**config.mk**
```make
export PLATFORM = sky130hd
export DESIGN_NAME = bvshl_inv_search_ctrl
export DESIGN_NICKNAME = d
export VERILOG_FILES = /design/src/rtl/bvshl_inv_search_ctrl.sv
export SDC_FILE = /design/constraint.sdc
export NUM_CORES = 1
export LEC_CHECK = 0
export BUFFER_PORTS_ARGS = -buffer_cell sky130_fd_sc_hd__buf_4
export CORE_MARGIN = 3
export CORE_UTILIZATION = 58
export DETAILED_ROUTE_END_ITERATION = 7
export PLACE_DENSITY = 0.83
export REMOVE_ABC_BUFFERS = 1
export SLEW_MARGIN = 10
export SYNTH_ARGS = -nofsm -noshare
export SYNTH_HDL_FRONTEND = slang
export SYNTH_SLANG_ARGS = --single-unit
```
**constraint.sdc**
```tcl
create_clock -name clk -period 5.5 [get_ports clk]
set_input_delay 0.275 -clock clk [delete_from_list [all_inputs] [get_ports clk]]
set_output_delay 0.275 -clock clk [all_outputs]
set_load 0.01 [all_outputs]
```
**src/rtl/bvshl_inv_search_ctrl.sv**
```systemverilog
// bvshl inverse solver: finds the smallest x with (x << s) == t.
// Optional single-cycle check path: define BVSHL_INV_FASTPATH_EN.
module bvshl_inv_search_ctrl #(
  parameter int W = 4
) (
  input  logic         clk,
  input  logic         rst_n,
  input  logic         in_valid,
  output logic         in_ready,
  input  logic [W-1:0] in_s,
  input  logic [W-1:0] in_t,
  output logic         out_valid,
  input  logic         out_ready,
  output logic [W-1:0] out_x,
  output logic         out_found,
  output logic [W:0]   out_tries,
  output logic         busy
);

  typedef enum logic [1:0] {
    IDLE   = 2'd0,
    SEARCH = 2'd1,
    DONE   = 2'd2
  } state_e;

  localparam logic [W:0]   WN = (W+1)'(W);
  localparam logic [W:0]   T1 = (W+1)'(1);
  localparam logic [W-1:0] C1 = W'(1);

  state_e       state_q, state_d;
  logic [W-1:0] s_q, s_d;
  logic [W-1:0] t_q, t_d;
  logic [W-1:0] cand_q, cand_d;
  logic [W-1:0] x_q, x_d;
  logic         found_q, found_d;
  logic [W:0]   tries_q, tries_d;
  logic         rdy_q, vld_q, busy_q;

  logic         s_big;
  logic [W-1:0] probe;
  logic [W-1:0] sh;
  logic         hit;

  // shared shift-compare datapath
  always_comb begin
    s_big = ({1'b0, s_q} >= WN);
`ifdef BVSHL_INV_FASTPATH_EN
    probe = s_big ? '0 : (t_q >> s_q);
`else
    probe = cand_q;
`endif
    sh  = s_big ? '0 : (probe << s_q);
    hit = (sh == t_q);
  end

  // next-state and result capture
  always_comb begin
    state_d = state_q;
    s_d     = s_q;
    t_d     = t_q;
    cand_d  = cand_q;
    x_d     = x_q;
    found_d = found_q;
    tries_d = tries_q;
    unique case (state_q)
      IDLE: begin
        if (in_valid) begin
          s_d     = in_s;
          t_d     = in_t;
          cand_d  = '0;
          tries_d = '0;
          state_d = SEARCH;
        end
      end
      SEARCH: begin
        tries_d = tries_q + T1;
`ifdef BVSHL_INV_FASTPATH_EN
        cand_d  = probe;
        x_d     = hit ? probe : '0;
        found_d = hit;
        state_d = DONE;
`else
        if (hit) begin
          x_d     = cand_q;
          found_d = 1'b1;
          state_d = DONE;
        end else if (cand_q == '1) begin
          x_d     = '0;
          found_d = 1'b0;
          state_d = DONE;
        end else begin
          cand_d = cand_q + C1;
        end
`endif
      end
      DONE: begin
        if (out_ready) state_d = IDLE;
      end
      default: state_d = IDLE;
    endcase
  end

  // state, datapath and registered handshake outputs
  always_ff @(posedge clk or negedge rst_n) begin
    if (!rst_n) begin
      state_q <= IDLE;
      s_q     <= '0;
      t_q     <= '0;
      cand_q  <= '0;
      x_q     <= '0;
      found_q <= 1'b0;
      tries_q <= '0;
      rdy_q   <= 1'b1;
      vld_q   <= 1'b0;
      busy_q  <= 1'b0;
    end else begin
      state_q <= state_d;
      s_q     <= s_d;
      t_q     <= t_d;
      cand_q  <= cand_d;
      x_q     <= x_d;
      found_q <= found_d;
      tries_q <= tries_d;
      rdy_q   <= (state_d == IDLE);
      vld_q   <= (state_d == DONE);
      busy_q  <= (state_d != IDLE);
    end
  end

  assign in_ready  = rdy_q;
  assign out_valid = vld_q;
  assign out_x     = x_q;
  assign out_found = found_q;
  assign out_tries = tries_q;
  assign busy      = busy_q;

endmodule

```
Yosys cells after proc, flatten, opt, wreduce, memory -nomap -nowiden
Index checks and enable logic that the tools add are counted.
{"block": "word_totals", "register_bits": 27, "input_bits": 12, "out_inout_bits": 13, "elab_cells": 47}
{"block": "classes", "add_sub_neg": 2, "order_cmp": 1, "n_eq_ne": 8, "shifts": 1, "mux": 16, "reduce_logical": 9}
{"operator": "2-to-1 mux 4 bit", "count": 6}
{"operator": "one-hot mux 5 bit (2 select lines)", "count": 1}
{"operator": "2-to-1 mux 2 bit", "count": 4}
{"operator": "one-hot mux 4 bit (2 select lines)", "count": 1}
{"operator": "inequality test 2 bit (second input constant)", "count": 3}
{"operator": "one-hot mux 2 bit (3 select lines)", "count": 1}
{"operator": "AND reduction 2 bit", "count": 3}
{"operator": "nonzero test 2 bit", "count": 3}
{"operator": "adder 5 x 1 -> 5 bit (second input constant)", "count": 1}
{"operator": "2-to-1 mux 5 bit", "count": 1}
{"operator": "adder 4 x 1 -> 4 bit (second input constant)", "count": 1}
{"operator": "equality test 2 bit (second input constant)", "count": 2}
{"operator": "equality test 4 bit", "count": 1}
{"operator": "equality test 4 bit (second input constant)", "count": 1}
{"operator": ">= comparator 4 x 3 -> 1 bit (second input constant)", "count": 1}
{"operator": "zero test 2 bit", "count": 2}
{"operator": "AND reduction 4 bit", "count": 1}
{"operator": "<< shifter 4 x 4 -> 4 bit", "count": 1}
{"operator": "equality test 2 x 1 -> 1 bit (second input constant)", "count": 1}
{"operator": "2-to-1 mux 1 bit", "count": 2}

Depth between registers and ports, before layout
{"block": "logic_depth", "depth_word": 6, "depth_mapped": 7, "depth_no_buf": 6}

Worst setup path after synthesis
Ideal clock, no wire load.
{"block": "synth_path", "path_type": "flip-flop to flip-flop", "startpoint": "reg cand_q[0]", "endpoint": "reg cand_q[1]", "setup_time_ps": 128, "t_arrival_ps": 2027, "required_ps": 5372, "slack_ps": 3346, "stages_incl_launch_ff": 8, "n_path_buf": 1, "synth_period_minus_slack_ps": 2154, "cell_sequence": "dfrtp_1 -> buf_6 -> mux4_2 -> xnor2_1 -> a41oi_1 -> a21bo_2 -> a21oi_2 -> mux2_1"}
{"block": "synth_via", "elab_chain_cells": 5, "word_cells_on_any_way": 11, "classes_between": "1 x add/sub; 4 x eq/ne; 1 x shift; 4 x mux; 1 x reduce/logical"}
{"element": "start: declaration", "line": "33", "text": "logic [W-1:0] cand_q, cand_d;"}
{"element": "start signal: assignment", "line": "120", "text": "cand_q <= cand_d;"}
{"element": "<< shifter 4 x 4 -> 4 bit", "line": "52", "text": "sh = s_big ? '0 : (probe << s_q);"}
{"element": "2-to-1 mux 4 bit", "line": "52"}
{"element": "equality test 4 bit", "line": "53", "text": "hit = (sh == t_q);"}
{"element": "inequality test 2 bit (no source line)"}
{"element": "AND reduction 4 bit (no source line)"}
Several ways; a longest one is shown, not always the timed one. The select of a mux whose other input is x is not followed.
A chain may end at the register's enable or synchronous reset.

Final worst setup path
Ends and elaborated chain as after synthesis.

==> flow_metrics.tcl <==
set metrics [dict create \
    initial_utilization_pct 65.50 \
    clk_latency_ns 0.32 \
    core_area_mm2 0.002082 \
    grt_max_degree 28 \
    synth-async-reset-ratio_pct 100.0 \
    cts.htree.levels 1 \
    vdd.ir_drop.worst_mv 0.3375 \
    first_pass_iters 4 \
    grt_overflow 0 \
    reg2regPathDepth 6 \
    drt_iter0_markers 21 \
    synth_cells 141 \
    fin_crit_ns 2.285 \
    cp-startpoint "cand_q[0]" \
    final_cells 192 \
    ys_warn_count 0 \
    ioPinCount 25 \
    vias 1078 \
    hold_depth 3 \
    dominantRegCellSynth "dfrtp_1" \
    port_buffers 24 \
    crit_path_end_kind "flip-flop" \
    total_leakage_power_nw 0.7703 \
    worst_ep_required_time_ns 5.71 \
    place_inst 187 \
    drc 0 \
    critPathLaunchType "flip-flop" \
    worst_pin_slew_ns 0.7663 \
    synth-edff-count 0 \
    cts.clk_slew.worst_paths_ns 0.14 \
    crit_path_top_delay_cell "mux4_2" \
    drt-total-wl_um 2682 \
    worst_hold_path_type "input pin to flip-flop" \
    cp-endpoint "cand_q[1]" \
    r2r-start "cand_q[0]" \
    fin_skew_ns 0.01104 \
    cts_setup_buffers 0 \
    antenna_found_initial 0 \
    dpl.hpwl_um 2020 \
    relSlewSlack_pct 48.81 \
    p_per_area_mw_per_mm2 580.6 \
    place_congestion 0.8802 \
    grt_pass1_vias 1051 \
    status "complete, no violations" \
    die_y_um 54.49 \
    cts_tree "yes" \
    grt_first_pass_wirelength_um 4554 \
    cp.arrival_ns 2.49 \
    critical_path_class "flip-flop to flip-flop" \
    yosysUniqueCellTypes 40 \
    clockRootBuffer "clkbuf_4" \
    viasPerCell 5.615 \
    rows 16 \
    crit_path_max_fanout 11 \
    r2r_slack_ns 3.22 \
    finalPower_mw 0.9219 \
    whs_ns 0.1267 \
    max_cap_violations 0 \
    fin_util_pct 76.26 \
    rr_endpoint "cand_q[1]" \
    numCtsBuffers 3 \
    final_area_mm2 0.001588 \
    cp_cell_sequence "mux4_2, xnor2_1, a41oi_1, a21bo_2, a21oi_2, mux2_1" \
    postCtsHoldBufs 1 \
    clk_path_buf_depth 2 \
    die_x_um 54.49 \
    hold_viol_final 0 \
    cts_resized 0 \
    final_net_count 180 \
    max_freq_mhz 437.7 \
    post-route-period-util_pct 41.54 \
    yosysSeqAreaShare_pct 49.63 \
    n_antenna_cell 0 \
    drtAntennaViolNets 0 \
    setup_tns_ns 0 \
    area_delta_synth_final_pct 16.42 \
    grt_use_total_pct 21.09 \
    critical-path-top-delay-family "multiplexers" \
    crit_buf_inv 0 \
    fillers 170 \
    pre_cts_slack_ns 3.218 \
    crit_cells 6 \
    slew_violations 0 \
    die-area_mm2 0.002969 \
    ys_ff_latch 27 \
    rsz0062_at_grt "false" \
    post_dp_cell_area_mm2 0.001551 \
    fin_ws_ns 3.215 \
    avgSynthCellArea_um2 9.672 \
    setup_violations 0 \
    cts.sinks 27 \
    drive_above_1_share_pct 21.21 \
    slowest_delay_ns 0.55 \
    syn_area_mm2 0.001364 \
    drt-wirelength-per-cell_um 13.97 \
]
## tightest hold or removal path, cell delays in order
cell     delay [ns]
buf_4          0.08
nand2_1        0.04
nand2_1        0.04
## worst min path at each step
| stage | start | end | slack (ns) |
|---|---|---|---|
| after floorplan | rst_n | busy | -0.02 |
| after global placement | rst_n | out_x[0] | 0.20 |
| after detailed placement | rst_n | out_x[1] | 0.21 |
| after CTS | in_t[3] | t_q[3] | 0.13 |
| after global routing | in_t[2] | t_q[2] | 0.13 |
| final | in_t[3] | t_q[3] | 0.13 |
## logic make-up (layout without fill, tap and decap cells)
kind of cell / Yosys count / in the layout / share of synthesized area [%]
DFF: 27 / 27 / 49.63
xor gates and xnor gates: 2 / 2 / 1.285
AOI/OAI and AO/OA: 23 / 23 / 11.74
muxes: 10 / 10 / 8.440
adders and majority gates: 2 / 2 / 1.835
buffers and inverters: 13 / 37 / 4.128
and+or+nand+nor: 64 / 64 / 22.94
## final cells by class
| type | instances | area, um2 | area share [%] |
|---|---|---|---|
| Clock buffer | 4 | 26.28 | 1.655 |
| Inverter | 8 | 30.03 | 1.891 |
| Multi-Input combinational cell | 101 | 630.6 | 39.72 |
| Sequential cell | 27 | 676.9 | 42.63 |
| Tap cell | 27 | 33.78 | 2.128 |
| Timing Repair Buffer | 25 | 190.2 | 11.98 |
## sequential cells by signal, summed over array words and instances (netlist names)
register / count
out_x: 4
out_tries: 5
cand_q: 4
t_q: 4
state_q: 2
busy: 1
out_found: 1
s_q: 4
in_ready: 1
out_valid: 1
## cell usage after synthesis (2+ instances only)
| library cell | number | area, um2 |
|---|---|---|
| nor2_1 | 8 | 30.03 |
| a211oi_1 | 2 | 15.01 |
| nor2b_1 | 2 | 12.51 |
| ha_1 | 2 | 25.02 |
| o21ai_0 | 10 | 50.05 |
| nand3b_1 | 2 | 15.01 |
| inv_1 | 8 | 30.03 |
| clkbuf_1 | 4 | 15.01 |
| nand3_1 | 7 | 35.03 |
| nand4_1 | 5 | 31.28 |
| dfrtp_1 | 26 | 650.6 |
| or3_1 | 2 | 12.51 |
| mux2i_1 | 7 | 70.07 |
| nand2_1 | 30 | 112.6 |
## layer usage
layer	global-route usage, %	vias to the layer above	wire length (um)
li1	-	540	-
met1	28.27	513	1247
met2	35.46	23	1323
met3	2.452	2	101
met4	6.639	0	10
met5	0	-	0
## cell usage in the layout (no fill, tap or decap), types with 2 or more instances in the layout
cell and n:
a211oi_1 2, buf_4 24, clkbuf_4 3, dfrtp_1 26, ha_1 2, inv_1 8, mux2i_1 7, nand2_1 30
nand3_1 7, nand3b_1 2, nand4_1 5, nor2_1 8, nor2b_1 2, o21ai_0 10, or3_1 2
## report_power, final
| group | switching, mW | total (mW) | internal, mW |
|---|---|---|---|
| clock | 0.0564 | 0.0848 | 0.0284 |
| sequential | 0.104 | 0.394 | 0.290 |
| combinational | 0.234 | 0.443 | 0.209 |
(Power assumes the default switching activity.)
